### src/rtl/openhw_ram1p_req_ctrl_if.sv
// Request/response handshake bundle between an initiator and the RAM request controller.
// Both streams use valid/ready: a beat transfers on a rising clk edge where valid & ready are both high.
interface openhw_ram1p_req_ctrl_if #(
  parameter int DEPTH = 64,
  parameter int WIDTH = 44
);
  localparam int AW = $clog2(DEPTH);

  logic             req_valid;
  logic             req_ready;
  logic             req_we;
  logic [AW-1:0]    req_addr;
  logic [WIDTH-1:0] req_wdata;
  logic             rsp_valid;
  logic             rsp_ready;
  logic [WIDTH-1:0] rsp_rdata;

  modport master (
    output req_valid, req_we, req_addr, req_wdata, rsp_ready,
    input  req_ready, rsp_valid, rsp_rdata
  );

  modport slave (
    input  req_valid, req_we, req_addr, req_wdata, rsp_ready,
    output req_ready, rsp_valid, rsp_rdata
  );
endinterface

### src/rtl/openhw_ram1p_req_ctrl.sv
// Initiator-side controller for a single-port read-first RAM: request stream in,
// read responses out through a 3-entry FIFO, plus a full-array clear sequencer.
module openhw_ram1p_req_ctrl #(
  parameter int               DEPTH         = 64,
  parameter int               WIDTH         = 44,
  parameter bit               INIT_ON_RESET = 1'b1,
  parameter logic [WIDTH-1:0] INIT_VALUE    = '0
) (
  input  logic                       clk,
  input  logic                       reset,
  input  logic                       init_start,
  output logic                       init_busy,
  openhw_ram1p_req_ctrl_if.slave     bus,
  output logic                       ram_ce,
  output logic                       ram_we,
  output logic [$clog2(DEPTH)-1:0]   ram_addr,
  output logic [WIDTH-1:0]           ram_din,
  input  logic [WIDTH-1:0]           ram_dout,
  output logic [1:0]                 dbg_state
);
  localparam int AW = $clog2(DEPTH);
  localparam logic [AW-1:0] LAST_ADDR = AW'(DEPTH - 1);

  typedef enum logic [1:0] {
    ST_INIT  = 2'd0,
    ST_READY = 2'd1,
    ST_DRAIN = 2'd2
  } state_t;

  state_t           state;
  logic [AW-1:0]    clr_cnt;
  logic             rd_pend;
  logic [WIDTH-1:0] fifo_mem [3];
  logic [1:0]       wr_ptr;
  logic [1:0]       rd_ptr;
  logic [1:0]       fifo_count;

  logic credit_ok;
  logic req_ready_int;
  logic fire;
  logic fire_rd;
  logic push;
  logic pop;

  function automatic logic [1:0] ptr_inc(input logic [1:0] p);
    return (p == 2'd2) ? 2'd0 : p + 2'd1;
  endfunction

  // Credit counts both buffered entries and the read whose data lands next edge,
  // so a full FIFO is never pushed and there is no rsp_ready->req_ready path.
  assign credit_ok     = ({1'b0, fifo_count} + {2'b00, rd_pend}) < 3'd3;
  assign req_ready_int = !reset && (state == ST_READY) && credit_ok;
  assign fire          = bus.req_valid && req_ready_int;
  assign fire_rd       = fire && !bus.req_we;
  assign push          = rd_pend;
  assign pop           = (fifo_count != 2'd0) && bus.rsp_ready;

  assign bus.req_ready = req_ready_int;
  assign bus.rsp_valid = (fifo_count != 2'd0);
  assign bus.rsp_rdata = fifo_mem[rd_ptr];
  assign init_busy     = (state != ST_READY);
  assign dbg_state     = state;

  always_comb begin
    ram_ce   = 1'b0;
    ram_we   = 1'b0;
    ram_addr = '0;
    ram_din  = '0;
    if (!reset) begin
      case (state)
        ST_INIT: begin
          ram_ce   = 1'b1;
          ram_we   = 1'b1;
          ram_addr = clr_cnt;
          ram_din  = INIT_VALUE;
        end
        ST_READY: begin
          ram_ce   = fire;
          ram_we   = fire && bus.req_we;
          ram_addr = bus.req_addr;
          ram_din  = bus.req_wdata;
        end
        default: begin
          ram_ce = 1'b0;
        end
      endcase
    end
  end

  always_ff @(posedge clk) begin
    if (reset) begin
      state   <= INIT_ON_RESET ? ST_INIT : ST_READY;
      clr_cnt <= '0;
    end else begin
      case (state)
        ST_INIT: begin
          if (clr_cnt == LAST_ADDR) begin
            clr_cnt <= '0;
            state   <= ST_READY;
          end else begin
            clr_cnt <= clr_cnt + AW'(1);
          end
        end
        ST_READY: begin
          if (init_start) state <= ST_DRAIN;
        end
        ST_DRAIN: begin
          if (!rd_pend && fifo_count == 2'd0) state <= ST_INIT;
        end
        default: state <= ST_READY;
      endcase
    end
  end

  // Read pipeline and response FIFO; reset drops any in-flight or buffered data.
  always_ff @(posedge clk) begin
    if (reset) begin
      rd_pend    <= 1'b0;
      wr_ptr     <= 2'd0;
      rd_ptr     <= 2'd0;
      fifo_count <= 2'd0;
    end else begin
      rd_pend <= fire_rd;
      if (push) begin
        fifo_mem[wr_ptr] <= ram_dout;
        wr_ptr           <= ptr_inc(wr_ptr);
      end
      if (pop) rd_ptr <= ptr_inc(rd_ptr);
      case ({push, pop})
        2'b10:   fifo_count <= fifo_count + 2'd1;
        2'b01:   fifo_count <= fifo_count - 2'd1;
        default: fifo_count <= fifo_count;
      endcase
    end
  end

  always_ff @(posedge clk) begin
    if (!reset) begin
      assert (!(push && fifo_count == 2'd3));
    end
  end
endmodule

### src/flat_wrapper.sv
// flat-port wrapper written by rule: the top's interface ports become plain ports
module openhw_ram1p_req_ctrl_flat 
#(
  parameter int               DEPTH         = 64,
  parameter int               WIDTH         = 44,
  parameter bit               INIT_ON_RESET = 1'b1,
  parameter logic [WIDTH-1:0] INIT_VALUE    = '0
)
  (clk, reset, init_start, init_busy, ram_ce, ram_we, ram_addr, ram_din, ram_dout, dbg_state, bus_req_valid, bus_req_we, bus_req_addr, bus_req_wdata, bus_rsp_ready, bus_req_ready, bus_rsp_valid, bus_rsp_rdata);
  openhw_ram1p_req_ctrl_if #(.DEPTH(DEPTH), .WIDTH(WIDTH)) bus_i ();
  input  logic clk;
  input  logic reset;
  input  logic init_start;
  output logic init_busy;
  output logic ram_ce;
  output logic ram_we;
  output logic [$clog2(DEPTH)-1:0] ram_addr;
  output logic [WIDTH-1:0] ram_din;
  input  logic [WIDTH-1:0] ram_dout;
  output logic [1:0] dbg_state;
  input wire logic [$bits(bus_i.req_valid)-1:0] bus_req_valid;
  input wire logic [$bits(bus_i.req_we)-1:0] bus_req_we;
  input wire logic [$bits(bus_i.req_addr)-1:0] bus_req_addr;
  input wire logic [$bits(bus_i.req_wdata)-1:0] bus_req_wdata;
  input wire logic [$bits(bus_i.rsp_ready)-1:0] bus_rsp_ready;
  output wire logic [$bits(bus_i.req_ready)-1:0] bus_req_ready;
  output wire logic [$bits(bus_i.rsp_valid)-1:0] bus_rsp_valid;
  output wire logic [$bits(bus_i.rsp_rdata)-1:0] bus_rsp_rdata;
  assign bus_i.req_valid = bus_req_valid;
  assign bus_i.req_we = bus_req_we;
  assign bus_i.req_addr = bus_req_addr;
  assign bus_i.req_wdata = bus_req_wdata;
  assign bus_i.rsp_ready = bus_rsp_ready;
  assign bus_req_ready = bus_i.req_ready;
  assign bus_rsp_valid = bus_i.rsp_valid;
  assign bus_rsp_rdata = bus_i.rsp_rdata;
  openhw_ram1p_req_ctrl #(.DEPTH(DEPTH), .WIDTH(WIDTH), .INIT_ON_RESET(INIT_ON_RESET), .INIT_VALUE(INIT_VALUE)) u_core (.clk(clk), .reset(reset), .init_start(init_start), .init_busy(init_busy), .bus(bus_i), .ram_ce(ram_ce), .ram_we(ram_we), .ram_addr(ram_addr), .ram_din(ram_din), .ram_dout(ram_dout), .dbg_state(dbg_state));
endmodule
### config.mk
export PLATFORM = sky130hd
export DESIGN_NAME = openhw_ram1p_req_ctrl_flat
export DESIGN_NICKNAME = d
export VERILOG_FILES = /design/src/rtl/openhw_ram1p_req_ctrl_if.sv /design/src/rtl/openhw_ram1p_req_ctrl.sv /design/src/flat_wrapper.sv
export SDC_FILE = /design/constraint.sdc
export NUM_CORES = 1
export LEC_CHECK = 0
export ABC_AREA = 1
export BUFFER_PORTS_ARGS = -buffer_cell sky130_fd_sc_hd__buf_4
export CORE_UTILIZATION = 41
export CTS_BUF_LIST = sky130_fd_sc_hd__clkbuf_4 sky130_fd_sc_hd__clkbuf_8
export CTS_CLUSTER_DIAMETER = 40
export DETAILED_ROUTE_END_ITERATION = 8
export GPL_TIMING_DRIVEN = 0
export PLACE_DENSITY_LB_ADDON = 0.1
export SLEW_MARGIN = 20
export SYNTH_ARGS = -nofsm -noshare
export SYNTH_HDL_FRONTEND = slang
export SYNTH_SLANG_ARGS = --single-unit
### constraint.sdc
create_clock -name clk -period 7.3 [get_ports clk]
set_clock_uncertainty 0.1 [all_clocks]
set_input_delay 0.73 -clock clk [delete_from_list [all_inputs] [get_ports clk]]
set_output_delay 0.73 -clock clk [all_outputs]
set_load 0.05 [all_outputs]
==> impl_metrics.json <==
{
  "power.density_mw_per_mm2": 191.4,
  "vias": 4890,
  "clock-root-buffer": "clkbuf_8",
  "design_power_total_w": 0.001614,
  "power.share.combinational_pct": 4.2,
  "clk_pin_slew_ns": 0.08,
  "drt_wl_total_mm": 15.49,
  "first_iter_violations": 308,
  "critPathSlowestCell": "clkbuf_1",
  "dp_slack_ns": 4.681,
  "power.switching_w": 0.0003161,
  "clock-sinks": 149,
  "layout.nets": 894,
  "rows": 44,
  "drc_errors": 0,
  "startpoint_type": "register",
  "critPathBufInv": 3,
  "power.share.clock_pct": 38.3,
  "clock_path_buffers": 2,
  "fin_tns_setup_ns": 0,
  "synth_warnings": 0,
  "yosysUniqueCellTypes": 24,
  "seqPwrFrac_pct": 57.5,
  "dpl-instance-area_mm2": 0.008049,
  "critical_path_class": "reg2out",
  "grt_pass1_wl_mm": 24.35,
  "ys.flop_type": "edfxtp_1",
  "hold_buffers": 0,
  "synth_compound_area_share_pct": 9.069,
  "antenna_found_initial": 0,
  "track_usage_pct": 20.54,
  "synthAdderAreaFrac_pct": 1.627,
  "cts_made_buffers": 17,
  "synth_edf_count": 132,
  "wire_per_inst_um": 15.75,
  "gr-total-overflow": 0,
  "hold_viol_final": 0,
  "p_leak_nw": 3.468,
  "period_share_pct": 39.74,
  "yosys.area_share.xor_xnor_pct": 0.2847,
  "ys_ff_latch": 149,
  "end_kind": "output port",
  "grt_max_degree": 24,
  "ant_nets": 0,
  "maxCapViolCount": 0,
  "hpwl_mm": 10.92,
  "crit_path_cell_trace": "buf_4 > clkbuf_1 > a21oi_1 > a21oi_1 > buf_4",
  "cts_max_level": 4,
  "drive_above_1_share_pct": 35.17,
  "ys_seq_area_share_pct": 69.95,
  "vdd_ir_drop_max_mv": 0.1037,
  "synth_top_family_by_area": "simple AND/OR/NAND/NOR gates",
  "grt_pass1_vias": 4928,
  "first_pass_iters": 5,
  "yosys.area_share.simple_pct": 15.39,
  "io-pin-count": 201,
  "synthCells": 556,
  "avgSynthCellArea_um2": 11.07,
  "design_area_mm2": 0.008432,
  "die-area_mm2": 0.01550,
  "die_h_um": 124.5,
  "cpPeakStageDelay_ns": 0.44,
  "hold_class": "in2reg",
  "synthMuxAreaShare_pct": 0,
  "die_x_um": 124.5,
  "setup_viol": 0,
  "syn_nets": 664,
  "fill_cells": 1251,
  "internal_power_w": 0.001298,
  "path_max_fanout": 10,
  "cts_setup_buffers": 0,
  "fmax_mhz": 344.7,
  "timing.final.ws_setup_ns": 4.399,
  "switching_share_pct": 19.59,
  "diodes": 0,
  "syn-cell-area_mm2": 0.006153,
  "cts_tree": "built",
  "worstPathArrival_ns": 2.07,
  "async_flop_share_pct": 0,
  "whs_ns": 0.3471,
  "core_mm2": 0.01459,
  "rsz0062_at_grt": "no",
  "tightest_slew_ns": 0.6997,
  "critPathTopFamily": "buffers and inverters",
  "outcome": "finished clean",
  "final_max_slew_viol_count": 0,
  "max_slew_margin_pct": 53.20,
  "clk_latency_ns": 0.44,
  "syn_to_final_growth_pct": 37.03,
  "initial_utilization_pct": 42.18,
  "required_ns": 6.47,
  "cts-resized-gates": 0,
  "place.gp.congestion": 0.7848,
  "period_minus_slack_ns": 2.901,
  "io_buffers": 200,
  "vias_per_cell": 4.975
}
power groups by stage:
stage	clock, W	combinational [W]	sequential [W]
floorplan	0	0.0000143	0.000947
global placement	0	0.0000650	0.000947
detailed placement	0	0.0000672	0.000947
CTS	0.000634	0.0000674	0.000928
global route	0.000671	0.0000724	0.000928
finish	0.000619	0.0000671	0.000928
stage by stage:
step / instances / util [%]
after global routing: 983 / 57.80
final: 983 / 57.80
after global placement: 940 / 54.05
after CTS: 983 / 57.80
after detailed placement: 951 / 55.17
after floorplan: 556 / -
final cells by class:
| type | count | area (um^2) | share of cell area, % |
|---|---|---|---|
| inverter | 18 | 70.07 | 0.8310 |
| sequential | 149 | 4304 | 51.05 |
| multi-input combinational | 359 | 1642 | 19.47 |
| tap | 184 | 230.2 | 2.730 |
| timing repair buffer | 211 | 1647 | 19.53 |
| buffer | 30 | 156.4 | 1.855 |
| clock inverter | 14 | 141.4 | 1.677 |
| clock buffer | 18 | 241.5 | 2.864 |
cells in the final DEF (no fill, tap or decap), drive strengths merged:
cell,n
buf,238
and3,1
clkbuf,21
xor2,2
nor2,113
nor3,4
a32o,1
o211a,1
clkinv,11
edfxtp,132
ha,8
nand3,6
dfxtp,17
nand2,117
inv,18
bufinv,3
a31o,2
o21ai,10
a21oi,94
per-layer routing:
layer / vias to the layer above / track usage, % / routed length (um) / part of all wire [%]
met5: - / 0 / 0 / 0
met3: 22 / 5.198 / 789 / 5.1
met4: 0 / 8.150 / 284 / 1.8
li1: 2366 / - / - / -
met1: 2339 / 23.78 / 6355 / 41
met2: 163 / 36.20 / 8057 / 52
worst paths after layout:
| check | startpoint | end | slack (ns) | depth (start not counted) |
|---|---|---|---|---|
| worst min-delay path | bus_req_we | u_core.push | 0.35 | 2 |
| worst max-delay path | register | bus_rsp_rdata[38] | 4.40 | 5 |
| worst max register to register | u_core.push | u_core.fifo_mem[2][0] | 5.35 | 5 |
| worst min register to register | u_core.clr_cnt[4] | u_core.clr_cnt[4] | 0.40 | 1 |
cell usage after synthesis, types with 3 or more instances:
library cell | count | area, um^2
edfxtp_1 | 132 | 3964
buf_4 | 4 | 30.03
nand3_1 | 6 | 30.03
ha_1 | 8 | 100.1
inv_1 | 14 | 52.55
nor2_1 | 110 | 412.9
nand2_1 | 115 | 431.7
a21oi_1 | 94 | 470.5
o21ai_0 | 10 | 50.05
dfxtp_1 | 17 | 340.3
inv_2 | 3 | 11.26
nor3_1 | 3 | 15.01
buf_2 | 23 | 115.1
clkbuf_1 | 3 | 11.26
flip-flops by register name, summed over array words and instances, names as in the netlist, named ones only:
name and cells:
u_core.fifo_mem 132, u_core.fifo_count 2, u_core.clr_cnt 6, u_core.rd_ptr 2
u_core.push 1, u_core.dbg_state 2, u_core.wr_ptr 2
logic make-up (layout without fill, tap and decap cells):
family | Yosys count | count (layout)
fa+ha+maj | 8 | 8
compound gates | 108 | 108
flops | 149 | 149
xor+xnor | 2 | 2
simple gates | 241 | 241
buf+inv | 48 | 291
Power figures use the tool's default switching activity.
